$ cat src/rtl/or_nor_arbiter_if.sv
// Requester/consumer bus of the shared OR/NOR unit.
// The master side is the requester and consumer environment; the slave side is the arbiter.
interface or_nor_arbiter_if #(
   parameter int N   = 4,
   parameter int W   = 8,
   parameter int IDW = 2,
   parameter int CW  = 8
);
   logic [N-1:0]   req_valid;
   logic [N-1:0]   req_ready;
   logic [N*W-1:0] req_x;
   logic [N*W-1:0] req_y;
   logic [N-1:0]   req_e;
   logic           res_valid;
   logic           res_ready;
   logic [W-1:0]   res_w;
   logic [IDW-1:0] res_id;
   logic [CW-1:0]  op_cnt;

   modport master (
      output req_valid, req_x, req_y, req_e, res_ready,
      input  req_ready, res_valid, res_w, res_id, op_cnt
   );

   modport slave (
      input  req_valid, req_x, req_y, req_e, res_ready,
      output req_ready, res_valid, res_w, res_id, op_cnt
   );
endinterface

$ cat src/rtl/or_nor_arbiter.sv
// Round-robin shared bitwise OR/NOR unit with a single-entry tagged result register.
// A full register that drains in the same cycle accepts a new operation, so the
// block sustains one operation per cycle when the consumer never stalls.
module or_nor_arbiter #(
   parameter int N   = 4,
   parameter int W   = 8,
   parameter int IDW = 2,
   parameter int CW  = 8
) (
   input  logic                 clk,
   input  logic                 rst_n,
   or_nor_arbiter_if.slave      bus
);

   typedef enum logic [0:0] {
      EMPTY = 1'b0,
      FULL  = 1'b1
   } state_t;

   state_t         state_r;
   logic [W-1:0]   res_w_r;
   logic [IDW-1:0] res_id_r;
   logic [IDW-1:0] ptr_r;
   logic [CW-1:0]  op_cnt_r;

   logic           found_s;
   logic [IDW-1:0] grant_s;
   logic           can_acc_s;
   logic           accept_s;
   logic [W-1:0]   sel_x_s;
   logic [W-1:0]   sel_y_s;
   logic           sel_e_s;
   logic [N-1:0]   req_ready_s;

   // The shared unit: OR, or NOR when the mode bit is set.
   function automatic logic [W-1:0] or_nor(input logic [W-1:0] x,
                                           input logic [W-1:0] y,
                                           input logic         e);
      logic [W-1:0] v;
      v = x | y;
      return e ? ~v : v;
   endfunction

   // Round-robin scan: first valid index at or above ptr, else first valid below ptr.
   always_comb begin
      found_s = 1'b0;
      grant_s = {IDW{1'b0}};
      for (int i = 0; i < N; i++) begin
         if (!found_s && bus.req_valid[i] && (IDW'(i) >= ptr_r)) begin
            found_s = 1'b1;
            grant_s = IDW'(i);
         end else begin
            found_s = found_s;
         end
      end
      for (int i = 0; i < N; i++) begin
         if (!found_s && bus.req_valid[i] && (IDW'(i) < ptr_r)) begin
            found_s = 1'b1;
            grant_s = IDW'(i);
         end else begin
            found_s = found_s;
         end
      end
   end

   // Accept window and the one-hot ready; ready is held low while reset is asserted.
   always_comb begin
      can_acc_s   = (state_r == EMPTY) || bus.res_ready;
      accept_s    = found_s && can_acc_s && rst_n;
      req_ready_s = {N{1'b0}};
      for (int i = 0; i < N; i++) begin
         if (accept_s && (grant_s == IDW'(i))) begin
            req_ready_s[i] = 1'b1;
         end else begin
            req_ready_s[i] = 1'b0;
         end
      end
   end

   // Operand mux for the granted requester (constant part-selects only).
   always_comb begin
      sel_x_s = {W{1'b0}};
      sel_y_s = {W{1'b0}};
      sel_e_s = 1'b0;
      for (int i = 0; i < N; i++) begin
         if (grant_s == IDW'(i)) begin
            sel_x_s = bus.req_x[i*W +: W];
            sel_y_s = bus.req_y[i*W +: W];
            sel_e_s = bus.req_e[i];
         end else begin
            sel_e_s = sel_e_s;
         end
      end
   end

   // Result register FSM: load on accept, drop to EMPTY on a drain without accept.
   always_ff @(posedge clk or negedge rst_n) begin
      if (!rst_n) begin
         state_r  <= EMPTY;
         res_w_r  <= {W{1'b0}};
         res_id_r <= {IDW{1'b0}};
         ptr_r    <= {IDW{1'b0}};
         op_cnt_r <= {CW{1'b0}};
      end else begin
         if (accept_s) begin
            res_w_r  <= or_nor(sel_x_s, sel_y_s, sel_e_s);
            res_id_r <= grant_s;
            ptr_r    <= (grant_s == IDW'(N-1)) ? {IDW{1'b0}} : grant_s + IDW'(1'b1);
            op_cnt_r <= op_cnt_r + CW'(1'b1);
         end else begin
            ptr_r    <= ptr_r;
         end
         case (state_r)
            EMPTY: begin
               if (accept_s) state_r <= FULL;
               else          state_r <= EMPTY;
            end
            FULL: begin
               if (accept_s)           state_r <= FULL;
               else if (bus.res_ready) state_r <= EMPTY;
               else                    state_r <= FULL;
            end
            default: state_r <= EMPTY;
         endcase
      end
   end

   assign bus.req_ready = req_ready_s;
   assign bus.res_valid = (state_r == FULL);
   assign bus.res_w     = res_w_r;
   assign bus.res_id    = res_id_r;
   assign bus.op_cnt    = op_cnt_r;

endmodule
$ cat src/flat_wrapper.sv
// flat-port wrapper written by rule: the top's interface ports become plain ports
module or_nor_arbiter_flat 
#(
   parameter int N   = 4,
   parameter int W   = 8,
   parameter int IDW = 2,
   parameter int CW  = 8
)
  (clk, rst_n, bus_req_valid, bus_req_x, bus_req_y, bus_req_e, bus_res_ready, bus_req_ready, bus_res_valid, bus_res_w, bus_res_id, bus_op_cnt);
  or_nor_arbiter_if #(.N(N), .W(W), .IDW(IDW), .CW(CW)) bus_i ();
  input  logic clk;
  input  logic rst_n;
  input wire logic [$bits(bus_i.req_valid)-1:0] bus_req_valid;
  input wire logic [$bits(bus_i.req_x)-1:0] bus_req_x;
  input wire logic [$bits(bus_i.req_y)-1:0] bus_req_y;
  input wire logic [$bits(bus_i.req_e)-1:0] bus_req_e;
  input wire logic [$bits(bus_i.res_ready)-1:0] bus_res_ready;
  output wire logic [$bits(bus_i.req_ready)-1:0] bus_req_ready;
  output wire logic [$bits(bus_i.res_valid)-1:0] bus_res_valid;
  output wire logic [$bits(bus_i.res_w)-1:0] bus_res_w;
  output wire logic [$bits(bus_i.res_id)-1:0] bus_res_id;
  output wire logic [$bits(bus_i.op_cnt)-1:0] bus_op_cnt;
  assign bus_i.req_valid = bus_req_valid;
  assign bus_i.req_x = bus_req_x;
  assign bus_i.req_y = bus_req_y;
  assign bus_i.req_e = bus_req_e;
  assign bus_i.res_ready = bus_res_ready;
  assign bus_req_ready = bus_i.req_ready;
  assign bus_res_valid = bus_i.res_valid;
  assign bus_res_w = bus_i.res_w;
  assign bus_res_id = bus_i.res_id;
  assign bus_op_cnt = bus_i.op_cnt;
  or_nor_arbiter #(.N(N), .W(W), .IDW(IDW), .CW(CW)) u_core (.clk(clk), .rst_n(rst_n), .bus(bus_i));
endmodule
$ cat config.mk
export PLATFORM = sky130hd
export DESIGN_NAME = or_nor_arbiter_flat
export DESIGN_NICKNAME = d
export VERILOG_FILES = /design/src/rtl/or_nor_arbiter_if.sv /design/src/rtl/or_nor_arbiter.sv /design/src/flat_wrapper.sv
export SDC_FILE = /design/constraint.sdc
export NUM_CORES = 1
export LEC_CHECK = 0
export BUFFER_PORTS_ARGS = -buffer_cell sky130_fd_sc_hd__buf_2
export CAP_MARGIN = 10
export CORE_MARGIN = 4
export CORE_UTILIZATION = 45
export DETAILED_ROUTE_END_ITERATION = 10
export PLACE_DENSITY = 0.85
export SLEW_MARGIN = 20
export SYNTH_ARGS = -nofsm -noshare
export SYNTH_HDL_FRONTEND = slang
export SYNTH_SLANG_ARGS = --single-unit
$ cat constraint.sdc
create_clock -name clk -period 6.7 [get_ports clk]
set_input_delay 0.335 -clock clk [delete_from_list [all_inputs] [get_ports clk]]
set_output_delay 0.335 -clock clk [all_outputs]
set_load 0.005 [all_outputs]
==> out/metrics.cfg, run 1 <==
[grt]
grt_pass1_wl_um=6910
grtUsageMet1_pct=24.2
antenna_found_initial=0
first_global_vias=1598
grt.total_usage_pct=20.3
grt_overflow=0
grt_max_degree=23
top_usage_layer=met2
met2_usage_pct=36.4
grt_use_met3_pct=5.13

[sta]
min_period_ps=2760
slew_violations=0
clock.fmax_ghz=0.362
fin_ws_ps=3940
final-setup-viol-count=0
skew_ps=4.38
max-slew-margin-rel_pct=51.8
rsz0062_at_grt=false
tns_ps=0
timing_hold_violations_final=0
finalCritPeriodShare_pct=41.2
worst_slew_pin_slew_ps=723

[min_path]
hold_path_class=input pin to flip-flop

[placed_design]
io_buffer_count=97
dp_hpwl_um=3530
place.gp.congestion=0.883
postPlaceCellArea_mm2=0.00198
dpl_worst_slack_ps=3950

[power_and_ir_drop]
clockPowerShare_pct=10.7
ir_worst_vdd_mv=0.111
p_comb_share_pct=51.0
p_seq_share_pct=38.3
p_leak_nw=1.03
total_power_uw=574
intPower_uw=334
p_switching_uw=240
power.density_mw_per_mm2=285
swShare_pct=41.9

[worst_setup_path]
criticalPathCategory=flip-flop to flip-flop
crit_required_ps=6880
end_kind=flip-flop
slowest_delay_ps=510
crit_path_start_kind=flip-flop
critPathSlowestCell=ha_1
cp.arrival_ps=2940
worstPathMaxFanout=13
crit_chain=o21ai_0 > a211oi_1 > ha_1 > nor2b_1 > a22o_1 > o21ai_2 > o211ai_1

[synth]
synth_seq_cells=21
synthTopCellsByArea=dfrtp_1, o211ai_1, nand2_1
yosysTopAreaCell=dfrtp_1
synth_flop_cell=dfrtp_1
synthArstFlopShare_pct=100
syn-num-nets=254
synthDistinctLibCells=35
synth_top_area_share_pct=35.2
synth.avg_cell_area_um2=8.59
synth_edf_count=0
synthTopCellsByCount=nand2_1, nor2_1, dfrtp_1, o211ai_1, o21ai_0
seq_area_frac_synth_pct=35.2
syn_inst=174
netlist_area_mm2=0.00149
yosysMostFrequentCell=nand2_1
ys_warn_count=0

[route]
wirelength_um=4340
vias=1613
dr.pass1.iters=4
drt_iter0_markers=70
ant_nets=0
viasPerCell=5.19
avgRoutedWirePerCell_um=14.0
route.detailed.drc=0

[floorplan]
io_pins=98
core_mm2=0.00310
rows=20
fp.dieW_um=65.6
dieArea_mm2=0.00431
fp.dieH_um=65.6
start_util_pct=48.1

[finish]
nets=348
syn_to_final_growth_pct=34.8
fill_cells=305
drive_gt1_share_pct=40.4
antenna_cells=0
final_area_mm2=0.00201

[clock_tree]
clk_latency_ps=300
clk_pin_slew_ps=120
cts.htree.levels=1
numCtsBuffers=3
post_cts_resized=0
cts-root-buf=clkbuf_4
clock-sinks=21
cts_tree=yes
cts_setup_buffers=0
cts_max_path_buffers=2
hold_buffers=0

[status]
status=finished, final reports clean

[run]
maxCapViolCount=0

[critical path, delay by kind of cell, from the launching register on]
family	cells	cell delay [ps]
AO/OA/AOI/OAI	5	1440
flip-flops	1	470
adder cells (fa/ha/maj)	1	510
AND/OR/NAND/NOR	1	220
[stage by stage]
| step | utilization (%) | cells | hold WS, ps |
|---|---|---|---|
| detailed placement | 63.7 | 306 | 330 |
| finish | 64.9 | 311 | 331 |
| CTS | 64.6 | 310 | 2.85 |
| floorplan | - | 174 | 39.4 |
| global route | 64.9 | 311 | 363 |
| global placement | 63.7 | 306 | 325 |
[power groups by stage]
stage / sequential, mW / clock [mW] / combinational (mW)
after floorplan: 0.220 / 0 / 0.184
after global placement: 0.221 / 0 / 0.280
after detailed placement: 0.220 / 0 / 0.292
after CTS: 0.219 / 0.0615 / 0.294
after global routing: 0.228 / 0.0683 / 0.331
final: 0.220 / 0.0613 / 0.292
[cells by family after synthesis]
kind of cell    Yosys count  synth area share [%]
xor+xnor                  7                  4.10
mux                       3                  2.18
flops                    21                  35.2
buf+inv                  15                  5.44
compound gates           50                  26.6
simple gates             73                  22.4
fa+ha+maj                 5                  4.19
[metal layers]
layer  wire length, um  part of all wire [%]
met1              1790                    41
met2              2180                    50
met3               319                   7.3
met4                57                   1.3
met5                 0                     0
[cell type report]
| class | instances | area, um2 | area share, % |
|---|---|---|---|
| inverters | 6 | 22.5 | 1.12 |
| repair buffers | 98 | 495 | 24.6 |
| clock buffers | 3 | 22.5 | 1.12 |
| well taps | 44 | 55.1 | 2.73 |
| clock inverters | 1 | 5.00 | 0.249 |
| multi-input cells | 138 | 887 | 44.1 |
| flip-flops and latches | 21 | 526 | 26.1 |
[state kept, by name, summed over array words and instances, names as in the netlist]
name and count:
u_core.bus.res_w 8, u_core.ptr_r 2, u_core.bus.op_cnt 8, u_core.bus.res_valid 1, u_core.bus.res_id 2
[cell usage in the layout, fill, tap and decap left out]
cell and instances:
clkbuf_4 3, nand4_1 2, clkinv_2 1, and2_1 4, nor4b_1 1, a211oi_1 1
o211ai_1 16, nor2b_1 2, a22oi_1 7, o211a_1 1, nand2b_4 1, o22ai_1 1
xnor2_1 6, inv_1 6, o21ai_2 1, o41ai_4 1, dlygate4sd3_1 1, a2111o_1 8
mux2i_1 1, nand2_1 26, ha_1 5, and3_1 1, a21oi_1 4, xor2_1 1
nor3_1 1, nand3_1 4, mux2_2 2, o21ai_0 9, a22o_1 1, dfrtp_1 21
nand2b_1 3, nor2_1 25, nor3b_1 1, buf_2 97, nor2_2 2
[path summary, 6_finish.rpt]
path | from | end | cells after the start | slack (ps)
max in group asynchronous | rst_n | u_core.bus.res_w[2] | 2 | 5830
min in group asynchronous | rst_n | u_core.bus.op_cnt[3] | 2 | 530
setup reg to reg | u_core.ptr_r[1] | u_core.bus.res_w[6] | 7 | 3940
hold / removal | bus_res_ready | u_core.bus.res_valid | 3 | 330
setup / recovery | u_core.ptr_r[1] | u_core.bus.res_w[6] | 7 | 3940
hold reg to reg | u_core.bus.op_cnt[7] | u_core.bus.op_cnt[7] | 1 | 480
Power figures use the tool's default switching activity.
==> run 2, diff against run 1 <==
- ABC_AREA: unset -> 1
- CORE_UTILIZATION: 45 -> 40
- PLACE_DENSITY: 0.85 -> 0.77
- clock period: 6.7 -> 2.35 ns (I/O delays scaled with it)
==> out/metrics.cfg, run 2 <==
[status]
status=finished, final reports clean

[power_and_ir_drop]
total_power_mw=2.39  ; +320%
ir_worst_vdd_mv=0.501  ; +350%
p_leak_nw=1.51  ; +47%
power.density_mw_per_mm2=960  ; +240%

[synth]
netlist_area_mm2=0.00172  ; +15%
synthTopCellsByCount=nand2_1, inv_1, o21ai_0, dfrtp_1, nor2_1
synth_edf_count=0  ; unchanged
synth_flop_cell=dfrtp_1
synth_top_area_share_pct=30.6  ; -4.5 points
seq_area_frac_synth_pct=30.6  ; -4.5 points
synthTopCellsByArea=dfrtp_1, nand2_1, o21ai_0
yosysMostFrequentCell=nand2_1
syn_inst=288  ; +66%
yosysTopAreaCell=dfrtp_1
synthDistinctLibCells=21  ; -40%
synth_seq_cells=21  ; unchanged
ys_warn_count=0  ; unchanged
synth.avg_cell_area_um2=5.96  ; -31%
synthArstFlopShare_pct=100  ; unchanged
syn-num-nets=368  ; +45%

[route]
vias=2122  ; +32%
ant_nets=0  ; unchanged
wirelength_um=5410  ; +25%
avgRoutedWirePerCell_um=12.0  ; -14%
viasPerCell=4.72  ; -9.1%
dr.pass1.iters=5  ; +1
route.detailed.drc=0  ; unchanged
drt_iter0_markers=111  ; +59%

[sta]
slew_violations=0  ; unchanged
worst_slew_pin_slew_ps=350  ; -374 ps
timing_hold_violations_final=0  ; unchanged
tns_ps=0  ; unchanged
clock.fmax_ghz=0.465  ; +28%
final-setup-viol-count=0  ; unchanged
fin_ws_ps=198  ; -3740 ps
finalCritPeriodShare_pct=91.6  ; +50 points
min_period_ps=2150  ; -609 ps
skew_ps=2.85  ; -1.53 ps
max-slew-margin-rel_pct=76.5  ; +25 points

[finish]
nets=481  ; +38%
antenna_cells=0  ; unchanged
drive_gt1_share_pct=35.3  ; -5.2 points
layout.cells.non_filler=450  ; +45%
final_cell_mix=nand2_1, buf_2, inv_1
mostFrequentLayoutCell=nand2_1
syn_to_final_growth_pct=45.3

[clock_tree]
cts_tree=yes
clock-sinks=21  ; unchanged
cts.htree.levels=1  ; unchanged
clk_pin_slew_ps=80  ; -40 ps
clk_latency_ps=260  ; -40 ps
cts-root-buf=clkbuf_8
numCtsBuffers=3  ; unchanged
cts_max_path_buffers=2  ; unchanged

[grt]
antenna_found_initial=0  ; unchanged
grt_overflow=0  ; unchanged
first_global_vias=1922  ; +20%
grt.total_usage_pct=19.1  ; -1.2 points
grt_max_degree=22  ; -4.3%
grt_pass1_wl_um=8220  ; +19%

[floorplan]
fp.dieH_um=73.5  ; +12%
dieArea_mm2=0.00540  ; +25%
core_mm2=0.00409  ; +32%
start_util_pct=42.0  ; -6.2 points
rows=23  ; +15%
io_pins=98  ; unchanged
fp.dieW_um=73.5  ; +12%

[worst_setup_path]
reg2reg_from=u_core.ptr_r[1]
startpoint=u_core.ptr_r[1]
crit_path_start_kind=flip-flop
end_kind=flip-flop
crit_required_ps=2510  ; -4370 ps
cp.arrival_ps=2310  ; -630 ps
criticalPathCategory=flip-flop to flip-flop
worstPathMaxFanout=5  ; -8

[min_path]
hold_path_class=input pin to flip-flop
hold_start=bus_res_ready

[placed_design]
dpl_worst_slack_ps=58.6  ; -3890 ps
dp_hpwl_um=4010  ; +14%
io_buffer_count=97  ; unchanged
dp_cells=430  ; +41%
place.gp.congestion=0.801  ; -9.3%

[run]
maxCapViolCount=0  ; unchanged

## run 2: per-stage QoR
stage	instance area (um2)	hold slack (ps)	utilization [%]
final	2490	46.1	61.0
after global routing	2490	61.1	61.0
after CTS	2290	45.7	56.0
after detailed placement	2230	176	54.6
after global placement	2230	179	54.6
after floorplan	1720	-178	-
## run 2: cell type report
class / count / area [um2]
Tap cell: 50 / 62.6
Sequential cell: 21 / 526
Inverter: 41 / 170
Timing Repair inverter: 1 / 7.51
Multi-Input combinational cell: 218 / 1060
Clock inverter: 1 / 5.00
Timing Repair Buffer: 115 / 624
Clock buffer: 3 / 41.3
Fill cell: 403 / 1590
## run 2: per-layer routing
metal	wire length (um)	GRT usage [%]
met1	2170	24.2
met2	2760	33.4
met3	399	3.69
met4	83	4.43
met5	0	0
## run 2: where the power goes
part	switching [mW]	internal, mW
Sequential	0.108	0.494
Combinational	0.888	0.665
Clock	0.119	0.118
Total	1.12	1.28
## run 2: cell families (layout without fill, tap and decap cells)
family                     after synthesis  in the layout  share of synthesized area (%)
AOI/OAI and AO/OA                       31             31                           9.26
xor gates and xnor gates                 6              6                           3.06
DFF                                     21             21                           30.6
adders and majority gates                5              5                           3.65
buffers and inverters                   50            161                           12.6
and+or+nand+nor                        175            176                           40.8
## run 2: critical path, cell delays in order, from the launching register on
cell	delay [ps]
dfrtp_1	390
nand2_1	70
nand2_1	90
nand2_2	80
nor2_4	130
nand2_2	70
o21ai_4	170
buf_4	160
ha_4	190
clkinvlp_4	150
o21ai_0	100
inv_1	60
nand2_1	90
nand2_1	60
nand2_1	70
nand2_1	50
nand2_1	60
nand2_1	50
## run 2: repair_timing
action | in CTS | in global routing
gates resized for setup | 0 | 25
hold buffers | 1 | 0
endpoints found under the hold margin | 21 | 0
setup buffers | 0 | 13
endpoints found under the setup margin | 0 | 9
## run 2: final timing paths
path | endpoint | slack (ps) | depth (start not counted)
max reg2reg | u_core.bus.res_w[6] | 200 | 17
min in group asynchronous | u_core.bus.res_w[2] | 420 | 3
max | u_core.bus.res_w[6] | 200 | 17
min | u_core.bus.res_valid | 50 | 2
max in group asynchronous | u_core.bus.res_id[1] | 1710 | 3
min reg2reg | u_core.bus.res_w[2] | 480 | 2
